--- src/rtl/dcim_stream_driver.sv ---
// -----------------------------------------------------------------------------
// dcim_stream_driver
//   Host-side initiator for the 32x16 DCIM multiply macro. Buffers one frame of
//   weights from a host stream, bursts them gap-free into the macro's init
//   sequence, then streams activations (one slot per cycle, zero bubbles when
//   the host has nothing) and folds the returned products into one dot product
//   per DEPTH-slot frame.
//
// Ports
//   clk, rst_n                 clock, asynchronous active-low reset
//   start                      pulse; begins a weight load (IDLE only)
//   w_data/w_valid/w_ready     weight stream, row 0 first
//   a_data/a_valid/a_ready     activation stream
//   acc_data/acc_valid         frame dot product, 1-cycle valid pulse
//   acc_count                  real (non-bubble) slots in the emitted frame
//   error                      sticky: init timeout or missing product
//   pe_ce/init_enable/data_in  macro control and data
//   init_done                  macro finished its init sequence
//   valid_out/data_out         macro product stream
// -----------------------------------------------------------------------------
module dcim_stream_driver #(
    parameter int DATA_WIDTH   = 16,
    parameter int DEPTH        = 32,
    parameter int ADDR_WIDTH   = 5,
    parameter int PROD_WIDTH   = 32,
    parameter int ACC_WIDTH    = 37,
    parameter int RD_LAT       = 3,
    parameter int INIT_TIMEOUT = 64
) (
    input  logic                  clk,
    input  logic                  rst_n,
    input  logic                  start,
    input  logic [DATA_WIDTH-1:0] w_data,
    input  logic                  w_valid,
    output logic                  w_ready,
    input  logic [DATA_WIDTH-1:0] a_data,
    input  logic                  a_valid,
    output logic                  a_ready,
    output logic [ACC_WIDTH-1:0]  acc_data,
    output logic                  acc_valid,
    output logic [ADDR_WIDTH:0]   acc_count,
    output logic                  error,
    output logic                  pe_ce,
    output logic                  init_enable,
    output logic [DATA_WIDTH-1:0] data_in,
    input  logic                  init_done,
    input  logic                  valid_out,
    input  logic [PROD_WIDTH-1:0] data_out
);

    typedef enum logic [2:0] {
        S_IDLE, S_FILL, S_PROGRAM, S_WAIT_INIT, S_STREAM, S_ERROR
    } state_t;

    // Tag travelling alongside each slot until its product comes back.
    typedef struct packed {
        logic valid;
        logic last;
    } tag_t;

    localparam int                    TW   = $clog2(INIT_TIMEOUT + 1);
    localparam logic [ADDR_WIDTH-1:0] LAST = ADDR_WIDTH'(DEPTH - 1);

    state_t                state, state_nxt;
    logic [DATA_WIDTH-1:0] wbuf [DEPTH];
    logic [ADDR_WIDTH-1:0] ptr;        // write pointer in FILL, read pointer in PROGRAM
    logic [TW-1:0]         wait_cnt;
    logic [ADDR_WIDTH-1:0] slot;
    tag_t                  tag_pipe [RD_LAT];
    tag_t                  tag_in, tag_out;
    logic [ACC_WIDTH-1:0]  acc, acc_sum;
    logic [ADDR_WIDTH:0]   cnt, cnt_sum;
    logic                  slot_hit, missing;

    assign tag_in = '{valid: (state == S_STREAM) && a_valid,
                      last:  (state == S_STREAM) && (slot == LAST)};
    assign tag_out  = tag_pipe[RD_LAT-1];
    assign slot_hit = tag_out.valid && valid_out;
    // A real activation whose product never showed up means the macro is out
    // of step with us; the frame sums can no longer be trusted.
    assign missing  = (state == S_STREAM) && tag_out.valid && !valid_out;
    assign acc_sum  = acc + (slot_hit ? ACC_WIDTH'(data_out) : '0);
    assign cnt_sum  = cnt + (ADDR_WIDTH + 1)'(slot_hit);
    assign error    = (state == S_ERROR);

    always_ff @(posedge clk or negedge rst_n) begin
        if (!rst_n) state <= S_IDLE;
        else        state <= state_nxt;
    end

    always_comb begin
        // NOTE: every output of this block gets a default first, so no path
        // through the case can leave one unassigned and infer a latch.
        state_nxt   = state;
        pe_ce       = 1'b0;
        init_enable = 1'b0;
        data_in     = '0;
        w_ready     = 1'b0;
        a_ready     = 1'b0;
        unique case (state)
            S_IDLE: begin
                if (start) state_nxt = S_FILL;
            end
            S_FILL: begin
                w_ready = 1'b1;
                if (w_valid && ptr == LAST) state_nxt = S_PROGRAM;
            end
            S_PROGRAM: begin
                pe_ce       = 1'b1;
                data_in     = wbuf[ptr];
                init_enable = (ptr == '0);
                if (ptr == LAST) state_nxt = S_WAIT_INIT;
            end
            S_WAIT_INIT: begin
                pe_ce = 1'b1;
                if (init_done)                             state_nxt = S_STREAM;
                else if (wait_cnt == TW'(INIT_TIMEOUT - 1)) state_nxt = S_ERROR;
            end
            S_STREAM: begin
                pe_ce   = 1'b1;
                a_ready = 1'b1;
                data_in = a_valid ? a_data : '0;
                if (missing) state_nxt = S_ERROR;
            end
            S_ERROR: ;
            default: state_nxt = S_IDLE;
        endcase
    end

    always_ff @(posedge clk or negedge rst_n) begin
        if (!rst_n) begin
            // NOTE: the weight buffer is cleared on reset so a frame can never
            // be programmed from stale contents of a previous session.
            for (int i = 0; i < DEPTH; i++) wbuf[i] <= '0;
            for (int i = 0; i < RD_LAT; i++) tag_pipe[i] <= '0;
            ptr       <= '0;
            wait_cnt  <= '0;
            slot      <= '0;
            acc       <= '0;
            cnt       <= '0;
            acc_data  <= '0;
            acc_count <= '0;
            acc_valid <= 1'b0;
        end else begin
            // NOTE: non-blocking assignments throughout, so every register
            // here sees the pre-edge value of every other register.
            acc_valid <= 1'b0;

            case (state)
                S_FILL: begin
                    if (w_valid) begin
                        wbuf[ptr] <= w_data;
                        ptr       <= (ptr == LAST) ? '0 : ptr + 1'b1;
                    end
                end
                S_PROGRAM: begin
                    ptr      <= (ptr == LAST) ? '0 : ptr + 1'b1;
                    wait_cnt <= '0;
                end
                S_WAIT_INIT: wait_cnt <= wait_cnt + 1'b1;
                default: ;
            endcase

            // Slot index doubles as the macro row index, so it must start at
            // zero on the first STREAM cycle.
            if (state == S_STREAM) slot <= (slot == LAST) ? '0 : slot + 1'b1;
            else                   slot <= '0;

            tag_pipe[0] <= tag_in;
            for (int i = 1; i < RD_LAT; i++) tag_pipe[i] <= tag_pipe[i-1];

            if (state == S_STREAM) begin
                if (tag_out.last) begin
                    acc_data  <= acc_sum;
                    acc_count <= cnt_sum;
                    acc_valid <= 1'b1;
                    acc       <= '0;
                    cnt       <= '0;
                end else begin
                    acc <= acc_sum;
                    cnt <= cnt_sum;
                end
            end
        end
    end

endmodule

--- config.mk ---
export PLATFORM = sky130hd
export DESIGN_NAME = dcim_stream_driver
export DESIGN_NICKNAME = d
export VERILOG_FILES = /design/src/rtl/dcim_stream_driver.sv
export SDC_FILE = /design/constraint.sdc
export NUM_CORES = 1
export LEC_CHECK = 0
export ABC_AREA = 1
export CORE_MARGIN = 5
export CORE_UTILIZATION = 60
export CTS_CLUSTER_SIZE = 12
export DETAILED_ROUTE_END_ITERATION = 7
export PLACE_DENSITY = 0.82
export SYNTH_ARGS = -nofsm -noshare
export SYNTH_HDL_FRONTEND = slang
export SYNTH_SLANG_ARGS = --single-unit
export TNS_END_PERCENT = 100
--- constraint.sdc ---
create_clock -name clk -period 3.3 [get_ports clk]
set_input_delay 0.66 -clock clk [delete_from_list [all_inputs] [get_ports clk]]
set_output_delay 0.66 -clock clk [all_outputs]
set_load 0.05 [all_outputs]
# Yosys cells after proc, flatten, opt, wreduce, memory -nomap -nowiden
# Index checks and enable logic that the tools add are counted.
# op_classes
bitwise	2
mux	30
n_eq_ne	14
addsub	5
n_reduce_logical	17
magnitude_cmp	2
# op_table
operator	n
$bwmux 512	1
$bmux 16 s5	1
$demux 16 s5	1
$mux 16	4
$add 37x32->37	1
$mux 37	1
$mux 32	1
$pmux 16 s2	1
$mux 5	4
$mux 3	6
$pmux 3 s6	1
$pmux 7 s2	1
$add 5x1->5 const B	2
$eq 5x5->1 const B	2
$ne 2x2->1 const B	5
$pmux 5 s2	1
$add 7x1->7 const B	1
$eq 7x6->1 const B	1
$logic_and 1x1->1	7
$add 6x1->6	1
$eq 3x2->1 const B	2
$eq 3x3->1 const B	2
$ge 6x6->1 const B	1
$lt 6x1->1 const B	1
other kinds (13)	21
# word_totals
regBits	625
inputBits	71
output_inout_bits	65

# Depth between registers and ports, before layout
# depth
word_depth	6
mapped_depth	18
mapped_depth_nobuf	18

# Worst setup path after synthesis
# OpenSTA, ideal clock, no wires.
# synth_path
path_kind	input-to-reg
from	in valid_out
to	reg acc_data[16]
path_slack_ns	0.663
setup_time_ns	0.118
arrival_time_ns	2.519
n_path_buf	1
cell_stages	16
cell_sequence	nand2_1 clkbuf_1 nor2_1 ha_1 inv_1 fa_1 inv_1 nand3_1 nand3_1 nand2_1 nand3_1 nand2_1 nand2_1 or2_2 nand3_1 nand2_1
# synth_via
elab_chain_cells	3
# synth_rtl
element	line_no	source
start, declared	47	input logic valid_out,
$logic_and 1x1->1	78	assign slot_hit = tag_out.valid && valid_out;
$mux 32	82	assign acc_sum = acc + (slot_hit ? ACC_WIDTH'(data_out) : '0);
$add 37x32->37	82	
end signal, assigned	174	acc_data <= acc_sum;
end, declared	39	output logic [ACC_WIDTH-1:0] acc_data,
# No other way between the ends.
# A chain may end at the register's enable or synchronous reset.

# Final worst setup path
# layout_path
from	reg ptr[0]
to	out data_in[15]
# layout_via
elab_chain_cells	5
# layout_rtl
element	line_no	source
start, declared	66	logic [ADDR_WIDTH-1:0] ptr;
start signal, assigned	153	ptr <= (ptr == LAST) ? '0 : ptr + 1'b1;
start signal, assigned	157	ptr <= (ptr == LAST) ? '0 : ptr + 1'b1;
$not 5->6 (implied by the code)	110	data_in = wbuf[ptr];
$bmux 16 s5	110	
$mux 16 (implied by the code) (2 in series)	110	
$pmux 16 s2	100	unique case (state)
end, declared	45	output logic [DATA_WIDTH-1:0] data_in,
# No other way between the ends. The select of a mux whose other input is x is not followed.

==> metrics.cfg <==
[clock_network]
path_clk_slew_ns=0.06
cts_tree=done
cts-root-buf=clkbuf_16
cts_made_buffers=68
clkLatencyLatePin_ns=0.62
cts_htree_levels=3
cts_num_sinks=625
clockBufferDepth=3
cts_hold_buf=0

[routing]
ant_nets=0
routed_via_density=6.212
dr.pass1.iters=7
vias=28170
routedWlPerCell_um=21.41
routed_wl_um=97080
drc=0
drt_iter0_markers=4057

[synth]
synthCells=3735
synth_cell_types=38
ys_ff_latch=625
synth.most_common_cell=nand2_1
syn_nets=3849
synthArstFlopShare_pct=100.0
ys.warnings.count=0
ys.flop_type=dfrtp_1
synth_edf_count=0
ys_top_cells_by_area=dfrtp_1, nand2_1, o21ai_1, o21ai_0, nor2_1
postSynthAreaPerCell_um2=8.052
synth_area_leader_cell=dfrtp_1
synth_area_mm2=0.03008
yosysTopAreaCellShare_pct=52.00
synth_commonest_cells=nand2_1, dfrtp_1, o21ai_1
synth.yosys.seq_area_share_pct=52.00

[critical_path]
r2r_end=acc_data[20]$_DFFE_PN0P_
reg2reg_depth=13
rrSetupSlack_ns=0.63
crit_chain=buf_12, clkinv_16, buf_16, buf_4, o21ai_0, o22ai_1, nand2_1, nand4_1, o21ai_2, nand2_2, buf_12
crit_path_end_kind=output pin
reg2reg_from=tag_out[1]$_DFF_PN0_
max_stage_delay_ns=0.48
cp-start-kind=register
crit_path_max_fanout=8
slowest_stage=dfrtp_4
crit_arrival_ns=2.75
crit_type=register to output pin
cp_common_cell=buf_12
cp.required_ns=2.64

[floorplan]
pin_count=136
die_height_um=233.9
core_area_mm2=0.04986
die-area_mm2=0.05470
rows=82
start_util_pct=60.32
dieWidth_um=233.9

[hold_path]
hold_class=primary input to async pin

[placed_design]
place_congestion=0.9857
hpwl_um=53350
placed_area_mm2=0.03232
io_buffers=135

[pwr]
ir_drop_uv=637.7
total_power_mw=32.96
leakage_nw=17.23
cellPowerDensity_mw_per_mm2=926.3

[sta]
fmax_ghz=0.2933
grt_setup_unrepaired=yes
drv_slew=0
slew_headroom_pct=50.37
setup_ws_ns=-0.1093
fin_crit_ns=3.409
holdWs_ns=0.05321
final.setup.tns_ns=-0.3241
clock_skew_ns=0.03322
worst_slew_pin_slew_ns=0.7436
fin_crit_sh_pct=103.3
setup_violations=9
hold_violations=0

[status]
status=complete, but fails checks
violations=setup timing

[global_routing]
grt_max_degree=88
antenna_found_initial=1
grt_pass1_wl_um=142100
grt_usage_pct=32.79
overflow=0
grt_pass1_vias=26430

[run]
cap_violations=0

[cells_and_area]
area_growth_pct=18.30
final_cell_area_mm2=0.03558
nets=3930
drive_gt1_share_pct=10.10

flip-flops by register name, summed over array words and instances, names as in the netlist:
| name | cells |
|---|---|
| wbuf | 512 |
| acc_valid | 1 |
| acc_count | 6 |
| wait_cnt | 7 |
| slot | 5 |
| ptr | 5 |
| tag_out | 2 |
| acc_data | 37 |
| acc | 37 |
| cnt | 6 |
| tag_pipe | 4 |
| state | 3 |
where the power goes:
group          internal (mW)  switching [mW]  leakage (nW)  total [mW]
Combinational           5.03            8.26          8.06        13.3
Clock                   4.60            3.14          1.10        7.74
Sequential              10.3            1.64          8.07        11.9
Total                   19.9            13.0          17.2        33.0
layout make-up:
cell class / count / area (µm²)
timing repair inverter: 4 / 42.54
sequential: 625 / 15650
tap: 672 / 840.8
clock inverter: 12 / 197.7
timing repair buffer: 273 / 3256
fill: 3649 / 14290
multi-input combinational: 2667 / 12840
clock buffer: 104 / 2049
inverter: 177 / 696.9
antenna: 1 / 2.502
worst max-delay path: cells and delay by family, from the launching register on:
kind            cells  cell delay (ns)
compound gates      3             0.51
buf+inv             5             0.77
flops               1             0.48
simple gates        3             0.34
logic make-up after synthesis:
group / after synthesis / share of synthesized area [%]
xor+xnor: 21 / 0.6116
fa+ha+maj: 43 / 1.814
simple gates: 1582 / 21.70
compound gates: 1021 / 17.66
buf+inv: 443 / 6.207
flops: 625 / 52.00
metal layers:
metal / GRT usage (%) / vias to the layer above / routed length, µm
met5: 0 / - / 13
met4: 15.53 / 2 / 5699
met3: 7.168 / 449 / 10940
met2: 52.32 / 1783 / 44150
met1: 43.21 / 13430 / 36290
li1: - / 12510 / -
per-stage QoR:
step | worst slack (ns) | cells | utilization, %
after floorplan | 0.6634 | 3735 | -
after global placement | 0.03200 | 4379 | 64.81
after detailed placement | -0.06396 | 4379 | 64.81
after CTS | -0.02743 | 4501 | 69.66
after global routing | -0.1669 | 4534 | 71.35
final | -0.1093 | 4535 | 71.35
repair_timing:
item | in CTS | in global routing
setup buffers | 4 | 12
setup endpoints to repair | 16 | 16
gates cloned | 2 | 21
pin swaps | 3 | 44
gates resized for setup | 27 | 157
cell usage in the layout (no fill, tap or decap), types with 5 or more instances in the layout:
cell type,n
nand2_1,1013
dfrtp_1,622
o21ai_1,592
nor2_1,358
o21ai_0,214
inv_1,165
o22ai_1,127
clkdlybuf4s50_1,116
clkbuf_16,84
buf_4,81
nand3_1,77
ha_1,42
a21oi_1,38
nand4_1,36
o21ai_2,32
nand2_4,32
buf_12,32
buf_6,18
clkbuf_1,17
clkbuf_8,17
nor3_1,14
nand2_2,12
nor2_2,12
xnor2_1,12
xor2_1,9
buf_16,9
inv_2,8
nor3_2,7
o22ai_2,6
o21bai_1,5
nand3b_1,5
worst max path at each step:
stage,startpoint,endpoint,depth (start not counted)
floorplan,valid_out,acc_data[16]$_DFFE_PN0P_,16
global placement,valid_out,acc[28]$_DFFE_PN0P_,17
detailed placement,valid_out,acc[20]$_DFFE_PN0P_,14
CTS,ptr[0]$_DFFE_PN0P_,data_in[8],9
global route,ptr[0]$_DFFE_PN0P_,data_in[15],11
finish,ptr[0]$_DFFE_PN0P_,data_in[15],11
No activity file was read; power rests on OpenSTA's default activity.
